<file path="config.mk">
export PLATFORM = sky130hd
export DESIGN_NAME = uart_recv
export DESIGN_NICKNAME = d
export VERILOG_FILES = /design/src/rtl/uart_recv_pkg.sv /design/src/rtl/uart_bit_sync.sv /design/src/rtl/uart_recv.sv
export SDC_FILE = /design/constraint.sdc
export NUM_CORES = 1
export LEC_CHECK = 0
export ABC_CLOCK_PERIOD_IN_PS = 2700
export CORE_MARGIN = 3
export CORE_UTILIZATION = 45
export DETAILED_ROUTE_END_ITERATION = 7
export PLACE_DENSITY = 0.7
export SLEW_MARGIN = 20
export SYNTH_ARGS = -nofsm -noshare
export SYNTH_HDL_FRONTEND = slang
export SYNTH_SLANG_ARGS = --single-unit
</file>
<file path="constraint.sdc">
create_clock -name clk -period 2.7 [get_ports clk]
set_input_delay 0.54 -clock clk [delete_from_list [all_inputs] [get_ports clk]]
set_output_delay 0.54 -clock clk [all_outputs]
set_load 0.02 [all_outputs]
</file>
<file path="src/rtl/uart_recv_pkg.sv">
// Shared UART definitions: receiver FSM encoding and baud-timer derivation.
package uart_recv_pkg;

  typedef enum logic [2:0] {
    StIdle,
    StStart,
    StData,
    StStop,
    StWaitIdle
  } rx_state_e;

  localparam int unsigned DefaultDataBits = 8;

  // Clocks per bit; integer divide, so the baud error is the caller's to accept.
  function automatic int unsigned bps_cnt(input int unsigned clk_freq, input int unsigned baud);
    return clk_freq / baud;
  endfunction

  function automatic int unsigned bps_half(input int unsigned clk_freq, input int unsigned baud);
    return bps_cnt(clk_freq, baud) / 2;
  endfunction

endpackage

</file>
<file path="src/rtl/uart_bit_sync.sv">
// N-stage single-bit synchroniser; resets to 1 so an idle-high line shows no edge out of reset.
module uart_bit_sync #(
  parameter int unsigned Stages = 2
) (
  input  logic clk,
  input  logic sys_rst_n,
  input  logic data_i,
  output logic data_o
);

  logic [Stages-1:0] sync_q;

  always_ff @(posedge clk) begin
    if (!sys_rst_n) begin
      sync_q <= '1;
    end else begin
      sync_q <= {sync_q[Stages-2:0], data_i};
    end
  end

  assign data_o = sync_q[Stages-1];

endmodule

</file>
<file path="src/rtl/uart_recv.sv">
// 8N1 UART receiver: synchronises uart_rxd, samples each bit mid-bit and
// presents the byte with a one-cycle done strobe (or a frame-error strobe).
module uart_recv
  import uart_recv_pkg::*;
#(
  parameter int unsigned CLK_FREQ  = 50_000_000,
  parameter int unsigned UART_BPS  = 115200,
  parameter int unsigned DATA_BITS = DefaultDataBits
) (
  input  logic                 clk,
  input  logic                 sys_rst_n,
  input  logic                 uart_rxd,
  output logic [DATA_BITS-1:0] uart_data,
  output logic                 uart_done,
  output logic                 uart_frame_err,
  output logic                 uart_rx_busy
);

  localparam int unsigned BpsCnt = bps_cnt(CLK_FREQ, UART_BPS);
  localparam int unsigned Half   = bps_half(CLK_FREQ, UART_BPS);
  localparam int unsigned CntW   = $clog2(BpsCnt);
  localparam int unsigned IdxW   = $clog2(DATA_BITS + 1);

  rx_state_e            state_q;
  logic [CntW-1:0]      cnt_q;
  logic [IdxW-1:0]      bit_idx_q;
  logic [DATA_BITS-1:0] shift_q;
  logic                 rx_s;
  logic                 rx_d_q;
  logic                 fall;
  logic                 at_smp;
  logic                 at_bnd;

  uart_bit_sync #(
    .Stages(2)
  ) u_sync (
    .clk      (clk),
    .sys_rst_n(sys_rst_n),
    .data_i   (uart_rxd),
    .data_o   (rx_s)
  );

  assign fall   = rx_d_q & ~rx_s;
  assign at_smp = (cnt_q == CntW'(Half));
  assign at_bnd = (cnt_q == CntW'(BpsCnt - 1));

  always_ff @(posedge clk) begin
    if (!sys_rst_n) begin
      state_q        <= StIdle;
      cnt_q          <= '0;
      bit_idx_q      <= '0;
      shift_q        <= '0;
      rx_d_q         <= 1'b1;
      uart_data      <= '0;
      uart_done      <= 1'b0;
      uart_frame_err <= 1'b0;
    end else begin
      rx_d_q         <= rx_s;
      uart_done      <= 1'b0;
      uart_frame_err <= 1'b0;
      cnt_q          <= at_bnd ? '0 : cnt_q + CntW'(1);
      unique case (state_q)
        StIdle: begin
          cnt_q <= '0;
          if (fall) state_q <= StStart;
        end
        StStart: begin
          if (at_smp && rx_s) begin
            state_q <= StIdle;
            cnt_q   <= '0;
          end else if (at_bnd) begin
            state_q   <= StData;
            bit_idx_q <= '0;
          end
        end
        StData: begin
          // LSB arrives first, so shifting right leaves bit i in shift_q[i] after the last bit.
          if (at_smp) shift_q <= {rx_s, shift_q[DATA_BITS-1:1]};
          if (at_bnd) begin
            bit_idx_q <= bit_idx_q + IdxW'(1);
            if (bit_idx_q == IdxW'(DATA_BITS - 1)) state_q <= StStop;
          end
        end
        StStop: begin
          // Leave at mid-stop so a back-to-back start edge is not missed.
          if (at_smp) begin
            cnt_q <= '0;
            if (rx_s) begin
              uart_data <= shift_q;
              uart_done <= 1'b1;
              state_q   <= StIdle;
            end else begin
              uart_frame_err <= 1'b1;
              state_q        <= StWaitIdle;
            end
          end
        end
        StWaitIdle: begin
          cnt_q <= '0;
          if (rx_s) state_q <= StIdle;
        end
        default: begin
          state_q <= StIdle;
          cnt_q   <= '0;
        end
      endcase
    end
  end

  assign uart_rx_busy = (state_q != StIdle);

endmodule

</file>
* Word-level counts from Yosys, hierarchy flattened
Cells that the tools add are included.
** Storage, ports and cells
- Register bits :: 37
- Input port bits :: 3
** Operators by class
- $add $sub $neg :: 2
- Eq/ne operators :: 15
- Multiplexer cells :: 19
- Bitwise gates (word level) :: 2
- Reduce and logical (&&, ||, !) cells :: 9
** Operators with widths (count)
- 2-to-1 mux 9 bit :: 3
- case mux 9 bit (3 select lines) :: 1
- 2-to-1 mux 3 bit :: 8
- case mux 3 bit (5 select lines) :: 1
- 2-to-1 mux 4 bit :: 3
- inequality test 2 bit, second input constant :: 6
- adder 9 x 1 -> 9 bit, second input constant :: 1
- equality test 9 x 8 -> 1 bit, second input constant :: 1
- equality test 9 bit, second input constant :: 1
- case mux 4 bit (2 select lines) :: 1
- equality test 3 x 2 -> 1 bit, second input constant :: 2
- AND reduction 3 bit :: 2
- AND reduction 6 bit :: 1
- adder 4 x 1 -> 4 bit, second input constant :: 1
- equality test 4 x 3 -> 1 bit, second input constant :: 1
- AND reduction 4 bit :: 1
- equality test 3 x 1 -> 1 bit, second input constant :: 1
- equality test 3 bit, second input constant :: 1
- zero test 3 bit :: 1
- inequality test 3 bit, second input constant :: 1
- nonzero test 3 bit :: 1
- 2-to-1 mux 1 bit :: 2
- inequality test 2 x 1 -> 1 bit, second input constant :: 1
- AND reduction 2 bit :: 1
- other kinds (4) :: 4

* Longest topological paths before layout
- Word-level depth :: 4
- Gate-level depth with buffers :: 7
- Mapped depth without buffers :: 6

* Cells and area by module
Synthesis repeated with hierarchy kept, for this count alone.
** Unflattened totals
- Cells, all modules :: 169
- Area, all modules :: 1602.8 um^2
** Modules (own cells, without submodules)
- uart_recv :: times used 1, cells an instance 165, area each 1550.2 um^2, sequential area each 700.7 um^2
- uart_bit_sync :: times used 1, cells an instance 4, area each 52.6 um^2, sequential area each 40.0 um^2

* Least setup slack after synthesis
OpenSTA, ideal clock, no wires.
- Kind :: register to register
- Start point :: reg cnt_q[0]
- End point :: reg uart_data[5]
- Setup time :: 128 ps
- Arrival :: 1549 ps
- Required time :: 2572 ps
- Path slack :: 1024 ps
- Cell stages (with the launch flop) :: 7
- Path buffers :: 1
- Cells stage by stage :: dfxtp_1 ha_1 nand4bb_4 or4_4 buf_6 mux2i_1 nor2_1
** On the way
- Longest elaborated chain between the ends :: 2
** Ends and longest elaborated chain
- start: declaration :: line uart_recv.sv:25 : logic [CntW-1:0] cnt_q;
- start signal: assignment :: line uart_recv.sv:61 : cnt_q <= at_bnd ? '0 : cnt_q + CntW'(1);
- equality test 9 x 8 -> 1 bit :: line uart_recv.sv:44 : assign at_smp = (cnt_q == CntW'(Half));
- AND reduction 3 bit (no line)
- end signal: assignment :: line uart_recv.sv:89 : uart_data <= shift_q;
- end: declaration :: line uart_recv.sv:13 : output logic [DATA_BITS-1:0] uart_data,
No other way between the ends.
A chain may end at the register's enable or synchronous reset.

* Worst setup path after layout
- Start point :: reg state_q[1]
- End point :: out uart_rx_busy
** On the way
- Longest elaborated chain between the ends :: 1
** Ends and longest elaborated chain
- start: declaration :: line uart_recv.sv:24 : rx_state_e state_q;
- start signal: assignment :: line uart_recv.sv:49 : state_q <= StIdle;
- start signal: assignment :: line uart_recv.sv:65 : if (fall) state_q <= StStart;
- start signal: assignment :: line uart_recv.sv:69 : state_q <= StIdle;
- nonzero test 3 bit :: line uart_recv.sv:110 : assign uart_rx_busy = (state_q != StIdle);
- end: declaration :: line uart_recv.sv:16 : output logic uart_rx_busy
No other way between the ends.

==> results.toml <==
[die]
initial_core_util_pct = 47.6
core-area_um2 = 3420
rows = 21
fp.dieH_um = 66.1
dieWidth_um = 66.1
io_pins = 14
die_area_um2 = 4370

[power_and_ir_drop]
power.leakage_nw = 0.698
power_density_nw_per_um2 = 483
max-vdd-ir-drop_uv = 272

[sta]
whs_ns = 0.432
max_freq_mhz = 432
period_share_pct = 85.7
setup_viol = 0
period_needed_ns = 2.31
slew_violations = 0
fin_skew_ns = 0.0104
tightest_slew_ns = 0.711
hold_viol = 0
rsz0062_at_grt = "no"
max-slew-margin-rel_pct = 52.4
fin_tns_setup_ns = 0

[synth]
synth_top_area_share_pct = 45.6
netlist_instances = 166
ys_top_cells_by_area = "dfxtp_1 (46%), mux2i_1 (10%), nor2_1 (6.0%), nor3_1 (4.0%), xnor2_1 (2.7%)"
synth_compound_area_share_pct = 5.93
synth_xor_area_share_pct = 4.31
yosys_warnings = 0
ys_seq_area_share_pct = 45.6
syn-num-nets = 172
ys.flop_type = "dfxtp_1"
ys_ff_latch = 37
synth_common_cells = "dfxtp_1 (37), nor2_1 (26), mux2i_1 (17), nor3_1 (13), inv_1 (6)"
synth_fa_ha_area_share_pct = 2.31
synth-simple-area-share_pct = 27.9
synth_top_area_cell = "dfxtp_1"
synth_most_common_cell = "dfxtp_1"
syn_avg_cell_area_um2 = 9.79
synthArstFlopShare_pct = 0
yosysUniqueCellTypes = 37
syn_area_um2 = 1630
synth_edf_count = 0
synthMuxAreaShare_pct = 10.5
synth_top_family_by_area = "simple AND/OR/NAND/NOR gates"

[clock_tree]
cts_setup_buffers = 0
clock_path_buffers = 2
clockRootBuffer = "clkbuf_4"
insertion_delay_ns = 0.33
cts_num_sinks = 37
clk_pin_slew_ns = 0.11
h-tree-depth = 2
cts_tree = "yes"
cts.repair.resized = 0
cts_hold_buf = 0
cts_buffers = 5

[drt]
ant_nets = 0
first_pass_iters = 4
wl_per_cell_um = 12.7
drc_errors = 0
drt_iter0_markers = 56
via_per_inst = 5.32
via_count = 1214
totalWireLength_um = 2900

[global_route]
grt_overflow = 0
antenna_found_initial = 0
first_global_vias = 1166
gr-usage-all-layers_pct = 15.4
gr-usage-met2_pct = 24.3
use_met1_pct = 18.4
busiest_layer = "met2"
met3_usage_pct = 4.42
grt_first_pass_wirelength_um = 5090
grt_start_max_net_pins = 22

[finish]
drive_gt1_share_pct = 9.34
area_growth_pct = 14.2
nNetsFinal = 187
antenna_cells = 0
nFillCells = 326
ff_latch_area_um2 = 741
multi_input_area_um2 = 828
final_area_um2 = 1860

[critical_path]
cp_data_arrival_time_ns = 1.77
max_stage_delay_ns = 0.60
cp.required_ns = 2.16
critPathLaunch = "state_q[1]$_SDFFE_PN0P_"
critPathMaxFanout = 12
reg2reg_slack_ns = 0.83
end_kind = "output pin"
r2r_start = "state_q[1]$_SDFFE_PN0P_"
path_class = "flip-flop to output pin"
critPathSlowestCell = "clkdlybuf4s50_1"
start_kind = "flip-flop"
crit_chain = "inv_1, nand2_1, clkdlybuf4s50_1"

[placement]
dp_hpwl_um = 2160
gp_congestion = 0.835
port_buffers = 13
post_dp_cell_area_um2 = 1790

[min_path]
hp-start = "u_sync.sync_q[0]$_SDFF_PN1_"
hold_path_class = "flip-flop to flip-flop"

[status]
outcome = "completed"

[run]
cap_violations = 0
stage by stage:
step / power [mW] / setup WS, ns / cells / util, %
finish: 0.897 / 0.385 / 228 / 54.4
global route: 0.937 / 0.253 / 228 / 54.4
CTS: 0.911 / 0.379 / 228 / 54.4
detailed placement: 0.590 / 0.732 / 220 / 52.3
global placement: 0.589 / 0.830 / 220 / 52.3
floorplan: 0.580 / 1.02 / 166 / -
power by group:
part / internal, mW / total (mW) / switching (mW) / leakage, nW
Sequential: 0.549 / 0.552 / 0.00369 / 0.299
Combinational: 0.0103 / 0.0249 / 0.0146 / 0.358
Clock: 0.151 / 0.320 / 0.169 / 0.0413
Total: 0.710 / 0.897 / 0.187 / 0.698
path summary, 6_finish.rpt:
check / depth (start not counted) / to
max: 3 / uart_rx_busy
min: 1 / u_sync.sync_q[1]$_SDFF_PN1_
max reg2reg: 4 / shift_q[3]$_SDFFE_PN0P_
min reg2reg: 1 / u_sync.sync_q[1]$_SDFF_PN1_
worst max-delay path, delay by kind of cell (launching register included):
kind                   cells  cell delay [ns]
buffers and inverters      2             0.77
DFF                        1             0.58
and+or+nand+nor            1             0.10
per-layer routing:
layer	vias to the layer above	part of all wire (%)
met1	572	45
met5	-	0
met3	7	2.9
met2	18	50
met4	0	2.2
li1	617	-
layout by cell type (no fill, tap or decap), drive strengths merged, types with 2 or more instances in the layout:
cell	netlist	final
a21oi	6	6
and3	2	2
clkbuf	2	7
clkdlybuf4s50	0	13
dfxtp	37	37
ha	3	3
inv	6	6
mux2i	17	17
nand2	5	5
nand2b	4	4
nand3	5	5
nand3b	4	4
nand4b	3	3
nand4bb	2	2
nor2	26	26
nor3	14	14
nor4b	2	2
o21ai	3	3
or3b	2	2
or4	3	3
xnor2	5	5
xor2	3	3
state kept, by name, summed over array words and instances, names as in the netlist:
name,flops
bit_idx_q,4
cnt_q,9
rx_d_q,1
shift_q,8
state_q,3
u_sync.sync_q,2
uart_data,8
uart_done,1
uart_frame_err,1
area by class of cell:
cell class / instances / area share (%)
multi-input cells: 117 / 44.6
flip-flops and latches: 37 / 39.9
repair buffers: 14 / 7.41
clock buffers: 7 / 3.50
well taps: 46 / 3.10
inverters: 6 / 1.21
clock inverters: 1 / 0.270
cell families (layout without fill, tap and decap cells):
group                      count (synthesis)  count (layout)
DFF                                       37              37
muxes                                     17              17
buffers and inverters                     12              28
AOI/OAI and AO/OA                         14              14
xor gates and xnor gates                   8               8
and+or+nand+nor                           75              75
adders and majority gates                  3               3
No activity file was read; power rests on OpenSTA's default activity.
